===== src/rtl/cycle_counter_mmio.sv =====
// Memory-mapped control front-end for the cycle counter: CTRL/CYCLES/STATUS/READOUT registers.
// Optional completion interrupt is built when CYCLE_COUNTER_MMIO_IRQ_EN is defined.
module cycle_counter_mmio #(
  parameter int COUNT_WIDTH   = 32,
  parameter bit BASE_SEL_ONLY = 1'b1
) (
  input  logic                   clk_i,
  input  logic                   rstn_i,
  input  logic                   sel_i,
  input  logic                   we_i,
  input  logic [3:0]             addr_i,
  input  logic [31:0]            wdata_i,
  output logic [31:0]            rdata_o,
  output logic                   ack_o,
  output logic [COUNT_WIDTH-1:0] cycles_o,
  output logic                   start_o,
  output logic                   enable_o,
  input  logic [COUNT_WIDTH-1:0] readout_i,
  output logic                   irq_o
);

  localparam logic [1:0] ST_IDLE = 2'd0;
  localparam logic [1:0] ST_RUN  = 2'd1;
  localparam logic [1:0] ST_DONE = 2'd2;

  localparam logic [1:0] REG_CTRL    = 2'd0;
  localparam logic [1:0] REG_CYCLES  = 2'd1;
  localparam logic [1:0] REG_STATUS  = 2'd2;
  localparam logic [1:0] REG_READOUT = 2'd3;

  localparam logic [COUNT_WIDTH-1:0] CNT_ZERO = {COUNT_WIDTH{1'b0}};
  localparam logic [COUNT_WIDTH-1:0] CNT_ONE  = {{(COUNT_WIDTH-1){1'b0}}, 1'b1};

  logic [1:0]             state_r, state_nx_s;
  logic [COUNT_WIDTH-1:0] cycles_r, cycles_nx_s;
  logic [COUNT_WIDTH-1:0] remaining_r, remaining_nx_s;
  logic [COUNT_WIDTH-1:0] capture_r, capture_nx_s;
  logic                   enable_r, enable_nx_s;
  logic                   irq_en_r, irq_en_nx_s;
  logic                   done_r, done_nx_s;
  logic                   reject_r, reject_nx_s;
  logic                   start_r, start_nx_s;
  logic                   irq_r, irq_nx_s;
  logic                   ack_r;
  logic [31:0]            rdata_r, rdata_nx_s;
  logic                   mapped_s, wr_ctrl_s, wr_cycles_s, start_req_s, clr_req_s;

  // With external chip select the low address bits are don't-care.
  assign mapped_s    = BASE_SEL_ONLY ? 1'b1 : (addr_i[1:0] == 2'b00);
  assign wr_ctrl_s   = sel_i & we_i & mapped_s & (addr_i[3:2] == REG_CTRL);
  assign wr_cycles_s = sel_i & we_i & mapped_s & (addr_i[3:2] == REG_CYCLES);
  assign start_req_s = wr_ctrl_s & wdata_i[0];
  assign clr_req_s   = wr_ctrl_s & wdata_i[2];

  // Next-state logic for the run FSM, control registers and status flags.
  always_comb begin
    state_nx_s     = state_r;
    cycles_nx_s    = cycles_r;
    remaining_nx_s = remaining_r;
    capture_nx_s   = capture_r;
    enable_nx_s    = enable_r;
    irq_en_nx_s    = irq_en_r;
    done_nx_s      = done_r;
    reject_nx_s    = reject_r;
    start_nx_s     = 1'b0;

    if (wr_ctrl_s) begin
      enable_nx_s = wdata_i[1];
`ifdef CYCLE_COUNTER_MMIO_IRQ_EN
      irq_en_nx_s = wdata_i[3];
`else
      irq_en_nx_s = 1'b0;
`endif
    end else begin
      enable_nx_s = enable_r;
    end

    // The target is frozen for the whole run so cycles_o stays stable.
    if (wr_cycles_s && (state_r != ST_RUN)) begin
      cycles_nx_s = wdata_i[COUNT_WIDTH-1:0];
    end else begin
      cycles_nx_s = cycles_r;
    end

    case (state_r)
      ST_IDLE, ST_DONE: begin
        // Clear is applied before start so CLR_DONE|START re-arms from DONE.
        if (clr_req_s) begin
          done_nx_s   = 1'b0;
          reject_nx_s = 1'b0;
          state_nx_s  = ST_IDLE;
        end else begin
          state_nx_s  = state_r;
        end
        if (start_req_s) begin
          if (cycles_r != CNT_ZERO) begin
            start_nx_s     = 1'b1;
            remaining_nx_s = cycles_r;
            done_nx_s      = 1'b0;
            state_nx_s     = ST_RUN;
          end else begin
            reject_nx_s    = 1'b1;
          end
        end else begin
          start_nx_s = 1'b0;
        end
      end
      ST_RUN: begin
        if (clr_req_s) begin
          reject_nx_s = 1'b0;
        end else begin
          reject_nx_s = reject_r;
        end
        if (start_req_s) begin
          reject_nx_s = 1'b1;
        end else begin
          start_nx_s  = 1'b0;
        end
        if (enable_r && (remaining_r != CNT_ZERO)) begin
          remaining_nx_s = remaining_r - CNT_ONE;
          if (remaining_r == CNT_ONE) begin
            state_nx_s   = ST_DONE;
            done_nx_s    = 1'b1;
            capture_nx_s = readout_i;
          end else begin
            state_nx_s   = ST_RUN;
          end
        end else begin
          remaining_nx_s = remaining_r;
        end
      end
      default: begin
        state_nx_s = ST_IDLE;
      end
    endcase
  end

  // Read mux samples register contents as they stand in the request cycle.
  always_comb begin
    rdata_nx_s = 32'd0;
    if (sel_i && !we_i && mapped_s) begin
      case (addr_i[3:2])
        REG_CTRL:    rdata_nx_s = {28'd0, irq_en_r, 1'b0, enable_r, 1'b0};
        REG_CYCLES:  rdata_nx_s[COUNT_WIDTH-1:0] = cycles_r;
        REG_STATUS:  rdata_nx_s = {29'd0, reject_r, done_r, (state_r == ST_RUN)};
        REG_READOUT: rdata_nx_s[COUNT_WIDTH-1:0] = (state_r == ST_RUN) ? readout_i : capture_r;
        default:     rdata_nx_s = 32'd0;
      endcase
    end else begin
      rdata_nx_s = 32'd0;
    end
  end

  // Interrupt level follows DONE one cycle late.
  always_comb begin
`ifdef CYCLE_COUNTER_MMIO_IRQ_EN
    irq_nx_s = done_r & irq_en_r;
`else
    irq_nx_s = 1'b0;
`endif
  end

  // State and output registers.
  always_ff @(posedge clk_i or negedge rstn_i) begin
    if (!rstn_i) begin
      state_r     <= ST_IDLE;
      cycles_r    <= CNT_ZERO;
      remaining_r <= CNT_ZERO;
      capture_r   <= CNT_ZERO;
      enable_r    <= 1'b0;
      irq_en_r    <= 1'b0;
      done_r      <= 1'b0;
      reject_r    <= 1'b0;
      start_r     <= 1'b0;
      irq_r       <= 1'b0;
      ack_r       <= 1'b0;
      rdata_r     <= 32'd0;
    end else begin
      state_r     <= state_nx_s;
      cycles_r    <= cycles_nx_s;
      remaining_r <= remaining_nx_s;
      capture_r   <= capture_nx_s;
      enable_r    <= enable_nx_s;
      irq_en_r    <= irq_en_nx_s;
      done_r      <= done_nx_s;
      reject_r    <= reject_nx_s;
      start_r     <= start_nx_s;
      irq_r       <= irq_nx_s;
      ack_r       <= sel_i;
      rdata_r     <= rdata_nx_s;
    end
  end

  assign rdata_o  = rdata_r;
  assign ack_o    = ack_r;
  assign cycles_o = cycles_r;
  assign start_o  = start_r;
  assign enable_o = enable_r;
  assign irq_o    = irq_r;

endmodule

===== config.mk =====
export PLATFORM = sky130hd
export DESIGN_NAME = cycle_counter_mmio
export DESIGN_NICKNAME = d
export VERILOG_FILES = /design/src/rtl/cycle_counter_mmio.sv
export SDC_FILE = /design/constraint.sdc
export NUM_CORES = 1
export LEC_CHECK = 0
export CAP_MARGIN = 20
export CORE_ASPECT_RATIO = 0.7
export CORE_MARGIN = 2
export CORE_UTILIZATION = 60
export CTS_CLUSTER_DIAMETER = 50
export DETAILED_ROUTE_END_ITERATION = 6
export DONT_BUFFER_PORTS = 1
export PLACE_DENSITY = 0.76
export SYNTH_ARGS = -nofsm -noshare
export SYNTH_HDL_FRONTEND = slang
export SYNTH_SLANG_ARGS = --single-unit

===== constraint.sdc =====
create_clock -name clk_i -period 2.8 [get_ports clk_i]
set_input_delay 0.56 -clock clk_i [delete_from_list [all_inputs] [get_ports clk_i]]
set_output_delay 0.56 -clock clk_i [all_outputs]
set_load 0.01 [all_outputs]

==> results of run 1 <==
-- power by group through the flow --
stage / sequential, uW / combinational, uW / clock (uW)
final: 3220 / 2440 / 2410
after global routing: 3300 / 2680 / 2530
after CTS: 3210 / 2450 / 2440
after detailed placement: 3230 / 2420 / 0
after global placement: 3200 / 2320 / 0
after floorplan: 3100 / 1800 / 0
-- stage by stage --
stage               util (%)  instances  hold WS (ns)  instance area (um2)
floorplan                  -        630        0.2644                 6643
global placement       62.87        774        0.2680                 6847
detailed placement     62.87        774        0.2690                 6847
CTS                    68.70        806       -0.1787                 7482
global route           68.70        806       -0.1813                 7482
finish                 68.70        806       -0.1702                 7482
-- layout make-up --
class / instances / share of cell area (%)
flip-flops and latches: 135 / 45.15
multi-input cells: 444 / 39.93
clock buffers: 19 / 5.920
repair buffers: 35 / 3.512
clock inverters: 13 / 2.575
well taps: 153 / 2.559
inverters: 7 / 0.3512
-- registers in the layout, summed over array words and instances (netlist names) --
signal and cells:
enable_o 1, reject_r 1, state_r 2, done_r 1, ack_o 1, capture_r 32
cycles_o 32, start_o 1, rdata_o 32, remaining_r 32
-- kinds of logic after synthesis --
logic type               share of synthesized area (%)
multiplexers                                     10.85
flip-flops                                       50.86
AO/OA/AOI/OAI                                    16.52
buffers and inverters                            4.389
AND/OR/NAND/NOR                                  16.95
adder cells (fa/ha/maj)                         0.3767
other                                          0.05645
-- what timing repair did --
action | in CTS | in global routing
setup buffers | 0 | 0
endpoints found under the setup margin | 0 | 2
hold endpoints to repair | 135 | 135
-- worst max path at each step --
stage | end | slack (ns) | cells past startpoint
after CTS | remaining_r[19]$_DFFE_PN0P_ | 0.12 | 8
after global routing | remaining_r[19]$_DFFE_PN0P_ | 0.004 | 8
after detailed placement | remaining_r[19]$_DFFE_PN0P_ | 0.13 | 8
after global placement | remaining_r[19]$_DFFE_PN0P_ | 0.21 | 8
after floorplan | remaining_r[9]$_DFFE_PN0P_ | 0.46 | 9
final | remaining_r[19]$_DFFE_PN0P_ | 0.12 | 8
-- per-layer routing --
layer	part of all wire [%]	global-route usage (%)	wire (um)	up-vias
met5	0	0	0	-
met4	1.8	9.677	316	0
met3	9.3	10.44	1605	24
met2	47	46.73	8138	236
met1	41	38.88	7110	2599
li1	-	-	-	2322
-- synth_stat cells (2+ instances only) --
library cell | instances | area share (%)
nor2b_1 | 2 | 0.19
dfrtp_1 | 135 | 51
o22a_1 | 3 | 0.40
nand2_1 | 108 | 6.1
a21oi_1 | 32 | 2.4
nor3_4 | 2 | 0.49
and4_1 | 2 | 0.26
clkbuf_8 | 4 | 0.83
mux2_1 | 2 | 0.34
a2bb2oi_1 | 3 | 0.40
a21o_1 | 3 | 0.34
a31oi_1 | 2 | 0.19
nand3_1 | 13 | 0.98
o31ai_1 | 3 | 0.34
or4_4 | 2 | 0.34
o22ai_1 | 12 | 1.1
nor3_1 | 6 | 0.45
nand3b_1 | 3 | 0.34
a311oi_1 | 29 | 3.8
ha_1 | 2 | 0.38
or4_1 | 4 | 0.45
mux2_2 | 62 | 11
o21ai_0 | 20 | 1.5
inv_1 | 7 | 0.40
o32ai_1 | 7 | 0.92
buf_2 | 8 | 0.60
nor2_1 | 43 | 2.4
nand4_1 | 4 | 0.38
a21oi_2 | 22 | 2.9
buf_6 | 6 | 1.0
nor4_1 | 12 | 1.1
nand2b_1 | 5 | 0.47
a211oi_1 | 4 | 0.45
clkbuf_1 | 22 | 1.2
buf_1 | 2 | 0.11
or3_1 | 5 | 0.47
==> flow_metrics.tcl, run 1 <==
set metrics [dict create \
    ys_seq_elements 135 \
    final_cell_mix "dfrtp_1, nand2_1, mux2_2" \
    crit_slowest_cell "or3b_2" \
    syn_nets 704 \
    grt_pass1_wl_mm 26.88 \
    yosysSeqAreaShare_pct 50.86 \
    syn_inst 630 \
    fillers 813 \
    via_count 5181 \
    rows 32 \
    syn_area_per_cell_um2 10.54 \
    synth-edff-count 0 \
    cts_resized 0 \
    drtIter0Drc 371 \
    skew_ns 0.006248 \
    crit_buf_inv 1 \
    yosysWarnings 0 \
    rsz0062_at_grt "false" \
    power_uw 8077 \
    drc 0 \
    multi_input_area_um2 2988 \
    endpoint_kind "flip-flop" \
    worstSetupPathType "reg2reg" \
    max-cap-violations 0 \
    post_drt_via_cell_ratio 6.428 \
    diodes 0 \
    dp_hpwl_mm 11.76 \
    cts_root_buf "clkbuf_16" \
    p_switching_uw 3069 \
    setup_tns_ns 0 \
    die_h_um 92.03 \
    initial_utilization_pct 60.99 \
    worstPathArrival_ns 2.98 \
    cts.sinks 135 \
    violations "negative hold slack" \
    grt_use_total_pct 29.79 \
    clock_path_buffers 2 \
    routabilityCongestion 0.8611 \
    drive_gt1_share_pct 26.65 \
    finalHoldViolations 135 \
    slew_headroom_pct 53.46 \
    ir_drop_uv 772.1 \
    worstPathMaxFanout 50 \
    reg2reg_depth 8 \
    area_growth_pct 12.64 \
    status "complete, but fails checks" \
    clk_latency_ns 0.42 \
    clock_power_share_pct 29.9 \
    min_period_ns 2.678 \
    path_cells "inv_1 -> ha_1 -> or3b_2 -> nor3_4 -> nand4_2 -> a31o_4 -> o21a_1 -> o22a_1" \
    reg2reg_to "remaining_r[19]$_DFFE_PN0P_" \
    slew_violations 0 \
    fp.dieW_um 129.8 \
    core_region_area_um2 10890 \
    portBuffers 0 \
    antenna_found_initial 0 \
    grt_pass1_vias 5039 \
    p_leak_uw 0.003146 \
    p_comb_share_pct 30.3 \
    r2r-start "remaining_r[0]$_DFFE_PN0P_" \
    ys_async_sr_fraction_pct 100.0 \
    final_net_count 714 \
    worst-r2r-setup-slack_ns 0.12 \
    seqPwrFrac_pct 39.8 \
    cts_tree "done" \
    cp_top_family "simple AND/OR/NAND/NOR gates" \
    pin_count 140 \
    timing.fmax_mhz 373.4 \
    startpoint "remaining_r[0]$_DFFE_PN0P_" \
    grt-ovfl-total 0 \
    cts_buffers 17 \
    synth_flop_cell "dfrtp_1" \
    fin_crit_sh_pct 95.64 \
    holdWs_ns -0.1702 \
    path_clk_slew_ns 0.06 \
    drtPass1Iterations 5 \
    wirelength_mm 17.17 \
    die_area_um2 11940 \
    postRouteAntennaNets 0 \
    slowest_delay_ns 0.51 \
    synth_area_um2 6643 \
    regArea_um2 3378 \
    pre_cts_ws_ns 0.1339 \
    tightest_slew_ns 0.6981 \
    worst_setup_path_start_kind "flip-flop" \
    cp.required_ns 3.10 \
    hold_class "in2async" \
    final_common_cell "dfrtp_1" \
    final-setup-viol-count 0 \
    fin_ws_ns 0.1220 \
    cts.htree.levels 4 \
    swShare_pct 37.99 \
    wl_per_cell_um 21.30 \
    p_int_uw 5008 \
    power.density_nw_per_um2 1080 \
    synth_cell_type_count 65 \
    grt_max_degree 136 \
]
Note: power is estimated with default switching activity, not from simulation.
==> run 2, diff against run 1 <==
--- a/config.mk
+++ b/config.mk
@@ -8,11 +8,10 @@
 export CAP_MARGIN = 20
 export CORE_ASPECT_RATIO = 0.7
 export CORE_MARGIN = 2
-export CORE_UTILIZATION = 60
+export CORE_UTILIZATION = 44
 export CTS_CLUSTER_DIAMETER = 50
 export DETAILED_ROUTE_END_ITERATION = 6
 export DONT_BUFFER_PORTS = 1
-export PLACE_DENSITY = 0.76
 export SYNTH_ARGS = -nofsm -noshare
 export SYNTH_HDL_FRONTEND = slang
 export SYNTH_SLANG_ARGS = --single-unit
==> run 2 against run 1 <==
Compared with the run above: the run still ends with negative hold slack left; wire length up 8.3%; first-iteration DRC count up 10%; via count down 0.73%; non-clock buffer count up 4; clock skew up 0.0060 ns; cell count up 5.7%; die area up 35%.
==> flow_metrics.tcl, run 2 (synthesis gave the netlist of run 1 again) <==
set metrics [dict create \
    cp_top_family "simple AND/OR/NAND/NOR gates" \
    antenna_found_initial 1 \
    dp_hpwl_mm 12.53 \
    fp.dieW_um 150.9 \
    ir_drop_uv 502.7 \
    rsz0062_at_grt "false" \
    p_switching_uw 3132 \
    area_growth_pct 12.98 \
    final_common_cell "dfrtp_1" \
    p_comb_share_pct 33.2 \
    pin_count 140 \
    clock_power_share_pct 27.2 \
    crit_buf_inv 1 \
    slowest_delay_ns 0.53 \
    cts_buffers 17 \
    grt_pass1_wl_mm 28.36 \
    crit_slowest_cell "a31o_2" \
    clk_latency_ns 0.43 \
    worst_setup_path_start_kind "flip-flop" \
    cts.htree.levels 4 \
    clock_path_buffers 2 \
    setup_tns_ns 0 \
    die_h_um 106.8 \
    grt_use_total_pct 23.39 \
    path_clk_slew_ns 0.06 \
    drtIter0Drc 409 \
    drive_gt1_share_pct 27.09 \
    cts.sinks 135 \
    holdWs_ns -0.1739 \
    status "complete, but fails checks" \
    grt_pass1_vias 5055 \
    swShare_pct 39.65 \
    wirelength_mm 18.59 \
    core_region_area_um2 14720 \
    initial_utilization_pct 45.12 \
    cts_resized 0 \
    diodes 0 \
    p_int_uw 4769 \
    max-cap-violations 0 \
    slew_violations 0 \
    worstSetupPathType "reg2reg" \
    path_cells "inv_1 -> ha_1 -> or3b_2 -> nor3_4 -> nand4_2 -> a31o_2 -> a22oi_2" \
    grt-ovfl-total 0 \
    seqPwrFrac_pct 39.6 \
    power_uw 7901 \
    violations "negative hold slack" \
    via_count 5143 \
    timing.fmax_mhz 377.2 \
    die_area_um2 16110 \
    drtPass1Iterations 6 \
    min_period_ns 2.651 \
    finalHoldViolations 135 \
    postCtsSetupRepairBufs 0 \
    worstPathMaxFanout 25 \
    rows 37 \
    slew_headroom_pct 40.80 \
    worstPathArrival_ns 3.00 \
    cts_root_buf "clkbuf_16" \
    routabilityCongestion 0.8212 \
    final-setup-viol-count 0 \
    postRouteAntennaNets 0 \
    fin_crit_sh_pct 94.69 \
    fillers 1336 \
    cp.required_ns 3.14 \
    hold_class "in2async" \
    wl_per_cell_um 21.82 \
    tightest_slew_ns 0.8880 \
    p_leak_uw 0.003131 \
    skew_ns 0.01222 \
    portBuffers 0 \
    grt_max_degree 136 \
    final_net_count 719 \
    endpoint_kind "flip-flop" \
    drc 0 \
    final_cell_mix "dfrtp_1, nand2_1, mux2_2" \
    power.density_nw_per_um2 1053 \
    cts_tree "done" \
    post_drt_via_cell_ratio 6.036 \
]
-- run 2: changes by cell type in the layout (fill, tap and decap cells not counted) --
cell        change
buf_4           +3
bufinv_16       -3
clkinvlp_4      +2
a31o_2          +1
buf_12          +1
clkbuf_8        -1
clkinv_2        +1
inv_6           -1
inv_8           +1
-- run 2: worst paths after layout --
path,startpoint,endpoint,slack [ns],depth (start not counted)
worst max-delay path,remaining_r[0]$_DFFE_PN0P_,remaining_r[28]$_DFFE_PN0P_,0.15,7
worst min-delay path,rstn_i,rdata_o[25]$_DFF_PN0_,-0.17,0
worst max register to register,remaining_r[0]$_DFFE_PN0P_,remaining_r[28]$_DFFE_PN0P_,0.15,7
worst min register to register,capture_r[1]$_DFFE_PN0P_,capture_r[1]$_DFFE_PN0P_,0.50,1
max in group asynchronous,rstn_i,remaining_r[9]$_DFFE_PN0P_,2.62,0
min in group clk_i,sel_i,ack_o$_DFF_PN0_,0.16,0
-- run 2: power groups by stage --
| stage | clock [uW] | sequential (uW) | combinational, uW |
|---|---|---|---|
| after floorplan | 0 | 3100 | 1800 |
| after global routing | 2250 | 3210 | 2910 |
| after detailed placement | 0 | 3150 | 2610 |
| after global placement | 0 | 3130 | 2530 |
| final | 2150 | 3130 | 2620 |
| after CTS | 2180 | 3130 | 2620 |
-- run 2: layout make-up --
| type | instances | area (um2) | share of cell area, % |
|---|---|---|---|
| Inverter | 7 | 26.28 | 0.3501 |
| Timing Repair Buffer | 39 | 305.3 | 4.068 |
| Clock inverter | 13 | 125.1 | 1.667 |
| Multi-Input combinational cell | 445 | 2997 | 39.93 |
| Tap cell | 195 | 244.0 | 3.251 |
| Sequential cell | 135 | 3378 | 45.01 |
| Clock buffer | 18 | 429.2 | 5.719 |
-- run 2: per-stage QoR --
| step | hold WS [ns] | setup WS (ns) | instance area, um2 | util [%] | std cells |
|---|---|---|---|---|---|
| after floorplan | 0.2644 | 0.4562 | 6643 | - | 630 |
| after global placement | 0.2683 | 0.1866 | 6942 | 47.15 | 820 |
| after detailed placement | 0.2673 | 0.1307 | 6942 | 47.15 | 820 |
| after CTS | -0.1827 | 0.07925 | 7496 | 50.92 | 851 |
| after global routing | -0.1850 | 0.01896 | 7505 | 50.98 | 852 |
| final | -0.1739 | 0.1487 | 7505 | 50.98 | 852 |
-- run 2: routing by layer --
| metal | GRT usage [%] | vias to the layer above | part of all wire, % |
|---|---|---|---|
| met5 | 0 | - | 0 |
| met4 | 6.943 | 0 | 1.1 |
| met3 | 7.489 | 19 | 8.9 |
| met2 | 36.14 | 210 | 46 |
| met1 | 31.63 | 2583 | 44 |
| li1 | - | 2331 | - |
-- run 2: worst register-to-register path: stages (launching register included) --
cell     delay (ns)
dfrtp_1        0.43
inv_1          0.13
ha_1           0.24
or3b_2         0.51
nor3_4         0.26
nand4_2        0.20
a31o_2         0.53
a22oi_2        0.27
==> run 3, diff against run 2 <==
--- a/config.mk
+++ b/config.mk
@@ -5,6 +5,7 @@
 export SDC_FILE = /design/constraint.sdc
 export NUM_CORES = 1
 export LEC_CHECK = 0
+export ABC_AREA = 0
 export CAP_MARGIN = 20
 export CORE_ASPECT_RATIO = 0.7
 export CORE_MARGIN = 2
@@ -12,6 +13,7 @@
 export CTS_CLUSTER_DIAMETER = 50
 export DETAILED_ROUTE_END_ITERATION = 6
 export DONT_BUFFER_PORTS = 1
+export MAX_ROUTING_LAYER = met4
 export SYNTH_ARGS = -nofsm -noshare
 export SYNTH_HDL_FRONTEND = slang
 export SYNTH_SLANG_ARGS = --single-unit
==> run 3 against run 2 <==
Compared with the run above: the run still ends with negative hold slack left; design area is essentially flat; sequential share of layout area is essentially flat; cell count grew 0.12%.
==> flow_metrics.tcl, run 3 (synthesis gave the netlist of run 1 again) <==
set metrics [dict create \
    slew_headroom_pct 41.03 \
    final_cell_mix "dfrtp_1, nand2_1, mux2_2" \
    final_net_count 719 \
    status "complete, but fails checks" \
    cts.sinks 135 \
    regArea_um2 3378 \
    skew_ns 0.01192 \
    fin_ws_ns 0.1736 \
    routabilityCongestion 0.8336 \
    cp_top_family "simple AND/OR/NAND/NOR gates" \
    worstPathMaxFanout 25 \
    worst_setup_path_start_kind "flip-flop" \
    post_drt_via_cell_ratio 6.093 \
    die_area_um2 16110 \
    wl_per_cell_um 21.72 \
    holdWs_ns -0.1703 \
    timing.fmax_mhz 380.8 \
    dp_hpwl_mm 12.53 \
    drtPass1Iterations 5 \
    finalHoldViolations 135 \
    slowest_delay_ns 0.53 \
    min_period_ns 2.626 \
    worst-r2r-setup-slack_ns 0.17 \
    final_common_cell "dfrtp_1" \
    clock_path_buffers 2 \
    power.density_nw_per_um2 1052 \
    cts_tree "done" \
    multi_input_area_um2 2997 \
    fin_crit_sh_pct 93.80 \
    drive_gt1_share_pct 27.09 \
    cts_buffers 17 \
    pre_cts_ws_ns 0.1307 \
    grt_pass1_vias 5064 \
    worstPathArrival_ns 2.97 \
    worstSetupPathType "reg2reg" \
    reg2reg_to "remaining_r[28]$_DFFE_PN0P_" \
    fin_area_um2 7507 \
    drc 0 \
    fillers 1335 \
    clk_latency_ns 0.42 \
    grt_pass1_wl_mm 28.28 \
    endpoint_kind "flip-flop" \
    p_leak_uw 0.003131 \
    hold_class "in2async" \
    path_cells "inv_1 -> ha_1 -> or3b_2 -> nor3_4 -> nand4_2 -> a31o_2 -> a22oi_2" \
    core_region_area_um2 14720 \
    setup_tns_ns 0 \
    drtIter0Drc 382 \
    initial_utilization_pct 45.12 \
    r2r-start "remaining_r[0]$_DFFE_PN0P_" \
    grt-ovfl-total 0 \
    via_count 5197 \
    slew_violations 0 \
    cts.htree.levels 4 \
    die_h_um 106.8 \
    tightest_slew_ns 0.8846 \
    max-cap-violations 0 \
    ir_drop_uv 499.9 \
    fp.dieW_um 150.9 \
    rows 37 \
    crit_slowest_cell "a31o_2" \
    area_growth_pct 13.02 \
    cts_root_buf "clkbuf_16" \
    violations "negative hold slack" \
    rsz0062_at_grt "false" \
    final-setup-viol-count 0 \
    placed_cell_area_um2 6942 \
    path_clk_slew_ns 0.06 \
    grt_max_degree 136 \
    portBuffers 0 \
    postRouteAntennaNets 0 \
    crit_buf_inv 1 \
    cp.required_ns 3.14 \
    power_uw 7898 \
    pin_count 140 \
    reg2reg_depth 7 \
    grt_use_total_pct 23.98 \
    antenna_found_initial 1 \
    wirelength_mm 18.53 \
]
[run 3: changes by cell type in the layout (fill, tap and decap cells not counted)]
| cell | before | now |
|---|---|---|
| diode_2 | 0 | 1 |
[run 3: layout make-up]
type	instances	share of cell area (%)
timing repair buffer	39	4.067
multi-input combinational	445	39.92
clock buffer	18	5.717
clock inverter	13	1.667
antenna	1	0.03333
sequential	135	45.00
tap	195	3.250
inverter	7	0.3500
[run 3: how the worst max path moves through the flow]
| stage | from | to | slack, ns | cells past startpoint |
|---|---|---|---|---|
| floorplan | remaining_r[0]$_DFFE_PN0P_ | remaining_r[9]$_DFFE_PN0P_ | 0.46 | 9 |
| global placement | remaining_r[0]$_DFFE_PN0P_ | remaining_r[19]$_DFFE_PN0P_ | 0.19 | 8 |
| detailed placement | remaining_r[0]$_DFFE_PN0P_ | remaining_r[19]$_DFFE_PN0P_ | 0.13 | 8 |
| CTS | remaining_r[0]$_DFFE_PN0P_ | remaining_r[19]$_DFFE_PN0P_ | 0.08 | 8 |
| global route | remaining_r[1]$_DFFE_PN0P_ | remaining_r[21]$_DFFE_PN0P_ | 0.02 | 9 |
| finish | remaining_r[0]$_DFFE_PN0P_ | remaining_r[28]$_DFFE_PN0P_ | 0.17 | 7 |
[run 3: per-layer routing]
layer  track usage, %  part of all wire (%)
met5                -                     0
met3            6.809                   9.2
met4            6.943                  0.91
met1            31.54                    44
met2            36.49                    46
[run 3: what timing repair did]
action	4_1_cts	5_1_grt
endpoints found under the setup margin	0	23
gates resized for setup	0	0
buffers inserted	0	0
endpoints found under the hold margin	135	135
[run 3: metrics by stage]
step | hold slack (ns) | cells | utilization [%]
CTS | -0.1827 | 851 | 50.92
global route | -0.1838 | 853 | 50.99
detailed placement | 0.2673 | 820 | 47.15
global placement | 0.2683 | 820 | 47.15
floorplan | 0.2644 | 630 | -
finish | -0.1703 | 853 | 50.99
[run 3: power breakdown]
part | switching, uW | internal (uW) | leakage, uW | total [uW]
Combinational | 1560 | 1070 | 0.00123 | 2630
Clock | 912 | 1230 | 0.000261 | 2140
Sequential | 658 | 2470 | 0.00164 | 3130
Total | 3130 | 4770 | 0.00313 | 7900
==> edit 1 (settings of run 2) <==
Add a define of `CYCLE_COUNTER_MMIO_IRQ_EN`.
--- a/src/rtl/cycle_counter_mmio.sv
+++ b/src/rtl/cycle_counter_mmio.sv
@@ -1,4 +1,6 @@
 // Memory-mapped control front-end for the cycle counter: CTRL/CYCLES/STATUS/READOUT registers.
 // Optional completion interrupt is built when CYCLE_COUNTER_MMIO_IRQ_EN is defined.
+`define CYCLE_COUNTER_MMIO_IRQ_EN
+
 module cycle_counter_mmio #(
   parameter int COUNT_WIDTH   = 32,
Behaviour: not the same (a bounded check fails within 4 cycles, from zero or initial values and one cycle with rstn_i low).
==> edit 1 against run 2 <==
- the run still ends with hold timing left
- sequential share of layout area fell by 0.13 points
- wire length is 4.7% higher
- critical path depth is the same
- total power is 14% lower
- hold slack improved by 0.0052 ns
- fmax is 3.9% higher
- clock power rose by 9.3%
- sequential cell count rose by 2
- area after synthesis increased by 1.6%
- setup slack better by 0.099 ns
- final area increased by 1.8%
- largest cell class unchanged
- highest routed layer unchanged
==> edit 1: results (changes against run 2) <==
** Synth
- Fraction of the mapped netlist area in compound gates :: 13.27% (was 16.52%)
- Commonest cells in the synthesized netlist :: dfrtp_1, nand2_1, nor2_1 (was dfrtp_1, nand2_1, mux2_2)
- Share of synthesized area occupied by flip-flops and latches :: 50.79% (was 50.86%)
- Cell types occupying the most area after synthesis: dfrtp_1, mux2_4, mux2_2, nand2_1, a311oi_1 (was dfrtp_1, mux2_2, nand2_1, a311oi_1, a21oi_2).
- Unique cell type count in the Yosys netlist :: 70 (was 65)
- The arithmetic-cell share of the synthesized area counting full adders, half adders and majority gates came to 0.3707% (was 0.3767%).
- The multiplexer area fraction after synthesis is 12.36% (was 10.85%).
- Xor-xnor portion of the synthesized cell area :: 0.1297% (was 0%)
- Synthesized netlist net count :: 690 (was 704)

** Placed design
- Routability congestion estimate :: 0.8702 (was 0.8212)
- Placed instance count :: 807 (was 820)
- Post-detailed-placement half-perimeter wirelength :: 12.87 mm (was 12.53 mm)
- The count of input and output buffers is 0 (unchanged).

** Detailed routing
- Count of routing violations after the opening detailed-route iteration :: 430 (was 409)
- The detailed-router iteration count before antenna repair came to 5 (was 6).
- Routed length on met2 :: 8.500 mm (was 8.622 mm)
- Met1 Routed Length :: 8.791 mm (was 8.099 mm)
- The average wire per cell in the routed design came to 23.18 um (was 21.82 um).
- The routed length on met3 came to 1.937 mm (was 1.663 mm).

** Global route
- Maximum number of pins on one net before global-route repair :: 138 (was 136)
- M1 GR Usage :: 33.95% (was 31.63%)
- Met2 global-route usage :: 35.78% (was 36.14%)
- The wire length of the first global-routing pass came to 30.39 mm (was 28.36 mm).
- The met3 track demand over resource is 8.535% (was 7.489%).

** CTS
- The H-tree depth was 4 (unchanged).
- Later-pin clock latency in the skew report :: 0.42 ns

** Status
- Failing checks: hold timing (unchanged).
- Outcome :: finished, violations left (unchanged)

** Power
- The flip-flop and latch power is 2.95 mW (was 3.13 mW).
- The reported clock group power was 2.35 mW (was 2.15 mW).
- Combinational power :: 1.51 mW (was 2.62 mW)
- Leakage component of the power :: 3.301 nW (was 3.131 nW)
- The worst IR drop on VDD is 0.5091 mV (was 0.5027 mV).
- Switching pwr :: 2.353 mW (was 3.132 mW)

** Timing
- Worst clock skew on the final layout :: 0.01160 ns (was 0.01222 ns)
- WHS :: -0.1687 ns (was -0.1739 ns)
- The transition time at the pin with the least slew margin came to 0.7041 ns (was 0.8880 ns).
- Final Hold Viols :: 137 (was 135)

** Critical path
- The data arrival time at the worst-slack endpoint came to 2.82 ns (was 3.00 ns).
- The worst-case register-to-register setup slack is 0.25 ns (was 0.15 ns).
- The launching element of the worst setup path was cycles_o[14]$_DFFE_PN0P_ (was remaining_r[0]$_DFFE_PN0P_).
- Crit Path Max Fanout :: 20 (was 25)

** Finish
- Total of fill cells in the finished design :: 1316 (was 1336)
- Ratio of cells with drive above 1 in the final layout :: 25.00% (was 27.09%)
- Finished Layout Cells :: 840 (was 852)
- Final layout net count :: 705 (was 719)
## edit 1: cell types whose count changed in the layout (fill, tap and decap cells not counted), moves of 7 or more
cell,before,now
mux2_4,0,28
mux2_2,62,35
a21oi_1,32,10
a21oi_2,22,2
nor2_1,43,60
nand2_1,108,97
buf_4,38,31
o22ai_1,12,5
o32ai_1,7,0
## edit 1: metrics by stage
stage | setup slack, ns | hold WS [ns]
2_1_floorplan | 0.7137 | 0.2644
3_3_place_gp | 0.3077 | 0.2682
3_5_place_dp | 0.2268 | 0.2672
4_1_cts | 0.2096 | -0.1861
5_1_grt | 0.07855 | -0.1931
6_report | 0.2482 | -0.1687
## edit 1: logic make-up after synthesis
| group | count (synthesis) |
|---|---|
| flip-flops | 137 |
| AND/OR/NAND/NOR | 248 |
| AO/OA/AOI/OAI | 117 |
| multiplexers | 65 |
| XOR/XNOR | 1 |
| buffers and inverters | 46 |
| adder cells (fa/ha/maj) | 2 |
## edit 1: critical path, cell delays in order (launching register included)
cell and delay (ns):
dfrtp_1 0.38, nor4_1 0.47, nand2_1 0.22, nor4_4 0.47
nand2b_1 0.21, inv_2 0.19, a311oi_1 0.38, a311oi_1 0.08
## edit 1: cell type report
type / instances / area (sq um) / share of cell area, %
Clock inverter: 12 / 163.9 / 2.146
Multi-Input combinational cell: 433 / 3078 / 40.30
Sequential cell: 137 / 3428 / 44.89
Inverter: 11 / 41.29 / 0.5406
Timing Repair Buffer: 31 / 232.7 / 3.047
Clock buffer: 20 / 446.7 / 5.849
Tap cell: 195 / 244.0 / 3.195
Antenna cell: 1 / 2.502 / 0.03277
## edit 1: repair_timing
action	CTS	global route
endpoints found under the hold margin	137	137
resized for setup	0	1
setup endpoints to repair	0	1
==> edit 2 (config.mk and constraints of run 2) <==
Without the edit above. Take the reset off `rdata_r` and load it in a clocked block of its own.
--- a/src/rtl/cycle_counter_mmio.sv
+++ b/src/rtl/cycle_counter_mmio.sv
@@ -175,5 +175,4 @@
       irq_r       <= 1'b0;
       ack_r       <= 1'b0;
-      rdata_r     <= 32'd0;
     end else begin
       state_r     <= state_nx_s;
@@ -188,6 +187,9 @@
       irq_r       <= irq_nx_s;
       ack_r       <= sel_i;
-      rdata_r     <= rdata_nx_s;
-    end
+    end
+  end
+
+  always_ff @(posedge clk_i) begin
+    rdata_r <= rdata_nx_s;
   end
 
Behaviour: differs if rstn_i is asserted again (counterexample within 4 cycles, from zero or initial values and one cycle with rstn_i low); with rstn_i held inactive, the same outputs for 4 cycles.
==> edit 2 against run 2 <==
- the run still ends with hold timing left
- sequential cell count unchanged
- sequential share of layout area decreased by 1.4 points
- final area decreased by 1.6%
- count of clock-buffer cells in the layout increased by 2
- total power decreased by 17%
- area after synthesis decreased by 5.2%
- wire length increased by 5.7%
- hold slack improved by 0.0087 ns
- setup slack improved by 0.13 ns
- final cell count increased by 0.23%
==> edit 2: results (changes against run 2) <==
** Synth
- The multiplexer area fraction after synthesis was 11.26% (was 10.85%).
- The count of distinct cell types in the synthesized netlist was 61 (was 65).
- Cell types occupying the most area after synthesis :: dfrtp_1, mux2_2, dfxtp_1, nand2_1, a311oi_1 (was dfrtp_1, mux2_2, nand2_1, a311oi_1, a21oi_2)
- Share of async-settable or async-resettable flops after synthesis :: 76.30% (was 100.0%)
- Fraction of the mapped netlist area in compound gates :: 15.87% (was 16.52%)
- The arithmetic-cell share of the synthesized area counting full adders, half adders and majority gates was 0.3972% (was 0.3767%).
- Synth warnings :: 0 (unchanged)
- The sequential cell area fraction in the yosys report came to 51.08% (was 50.86%).
- Commonest cells in the synthesized netlist :: dfrtp_1, nand2_1, nor2_1 (was dfrtp_1, nand2_1, mux2_2)
- Synthesized netlist net count :: 700 (was 704)

** Placed design
- Placed inst area :: 6771 sq um (was 6942 sq um)
- The final HPWL from detailed placement was 13.57 mm (was 12.53 mm).
- The final weighted congestion in routability-driven placement came to 0.8718 (was 0.8212).

** Power
- VDD IR-drop max :: 0.4696 mV (was 0.5027 mV)
- The internal power is 4.404 mW (was 4.769 mW).
- Power in the clock group :: 2.32 mW (was 2.15 mW)
- Sequential power share :: 42.7% (was 39.6%)
- The standby leakage power is 2.987 nW (was 3.131 nW).

** Finish
- Final layout net count :: 723 (was 719)
- The total of fill cells in the finished design came to 1246 (was 1336).
- The share of final-layout standard cells stronger than drive strength 1 was 23.87% (was 27.09%).
- Register area :: 3218 sq um (was 3378 sq um)

** Timing
- The final-report hold violation count was 103 (was 135).
- WHS :: -0.1652 ns (was -0.1739 ns)
- The worst relative slew slack is 61.68% (was 40.80%).

** Global route
- Global-route wire length before repair :: 30.15 mm (was 28.36 mm)
- The total track usage is 25.64% (was 23.39%).
- Antenna violations before repair :: 2 (was 1)
- The largest net degree at the start of global routing came to 104 (was 136).
- The number of global-route vias before repair is 5253 (was 5055).

** Detailed routing
- The met2 routed wirelength is 8.720 mm (was 8.622 mm).
- Vias :: 5351 (was 5143)
- Count of routing violations after the opening detailed-route iteration :: 478 (was 409)
- Met1 Routed Length :: 8.346 mm (was 8.099 mm)
- First-pass iteration count of the detailed router :: 5 (was 6)
- The routed length on met3 came to 2.080 mm (was 1.663 mm).

** Critical path
- Critical Path Max Stage Delay :: 0.66 ns (was 0.53 ns)
- Arrival time reported for the critical path endpoint :: 2.86 ns (was 3.00 ns)
- The largest driver fanout on the critical path is 6 (was 25).
- The slowest cell on the critical path was or4_1 (was a31o_2).

** Status
- Failing checks: hold timing (unchanged).
- Outcome :: finished, violations left (unchanged)
edit 2: layer usage:
metal / vias up / track usage (%)
met5: - / 0
met4: 0 / 9.341
met3: 39 / 8.904
met2: 265 / 38.36
met1: 2681 / 34.55
li1: 2366 / -
edit 2: metrics by stage:
stage / instances / hold WS, ns / total power [mW] / worst slack [ns]
2_1_floorplan: 626 / 0.2644 / 3.633 / 0.3703
3_3_place_gp: 820 / 0.2683 / 4.193 / 0.3511
3_5_place_dp: 820 / 0.2675 / 4.258 / 0.3188
4_1_cts: 852 / -0.1758 / 6.584 / 0.3009
5_1_grt: 852 / -0.1833 / 6.872 / 0.04552
6_report: 854 / -0.1652 / 6.582 / 0.2828
edit 2: layout make-up:
class | instances | area share [%]
antenna | 2 | 0.06777
clock buffer | 20 | 6.184
clock inverter | 12 | 2.050
inverter | 9 | 0.4575
multi-input combinational | 437 | 39.12
sequential | 135 | 43.58
tap | 190 | 3.219
timing repair buffer | 49 | 5.320
edit 2: worst paths after layout:
path / cells past startpoint / end / startpoint / slack [ns]
worst min-delay path: 0 / cycles_o[9]$_DFFE_PN0P_ / rstn_i / -0.17
worst max register to register: 5 / remaining_r[25]$_DFFE_PN0P_ / remaining_r[10]$_DFFE_PN0P_ / 0.28
min in group clk_i: 0 / ack_o$_DFF_PN0_ / sel_i / 0.18
worst min register to register: 1 / capture_r[23]$_DFFE_PN0P_ / capture_r[23]$_DFFE_PN0P_ / 0.50
worst max-delay path: 5 / remaining_r[25]$_DFFE_PN0P_ / remaining_r[10]$_DFFE_PN0P_ / 0.28
max in group asynchronous: 0 / cycles_o[15]$_DFFE_PN0P_ / rstn_i / 2.78
edit 2: critical path, delay by kind of cell, from the launching register on:
kind	cells	cell delay [ns]
compound gates	2	0.30
flops	1	0.42
simple gates	3	1.73
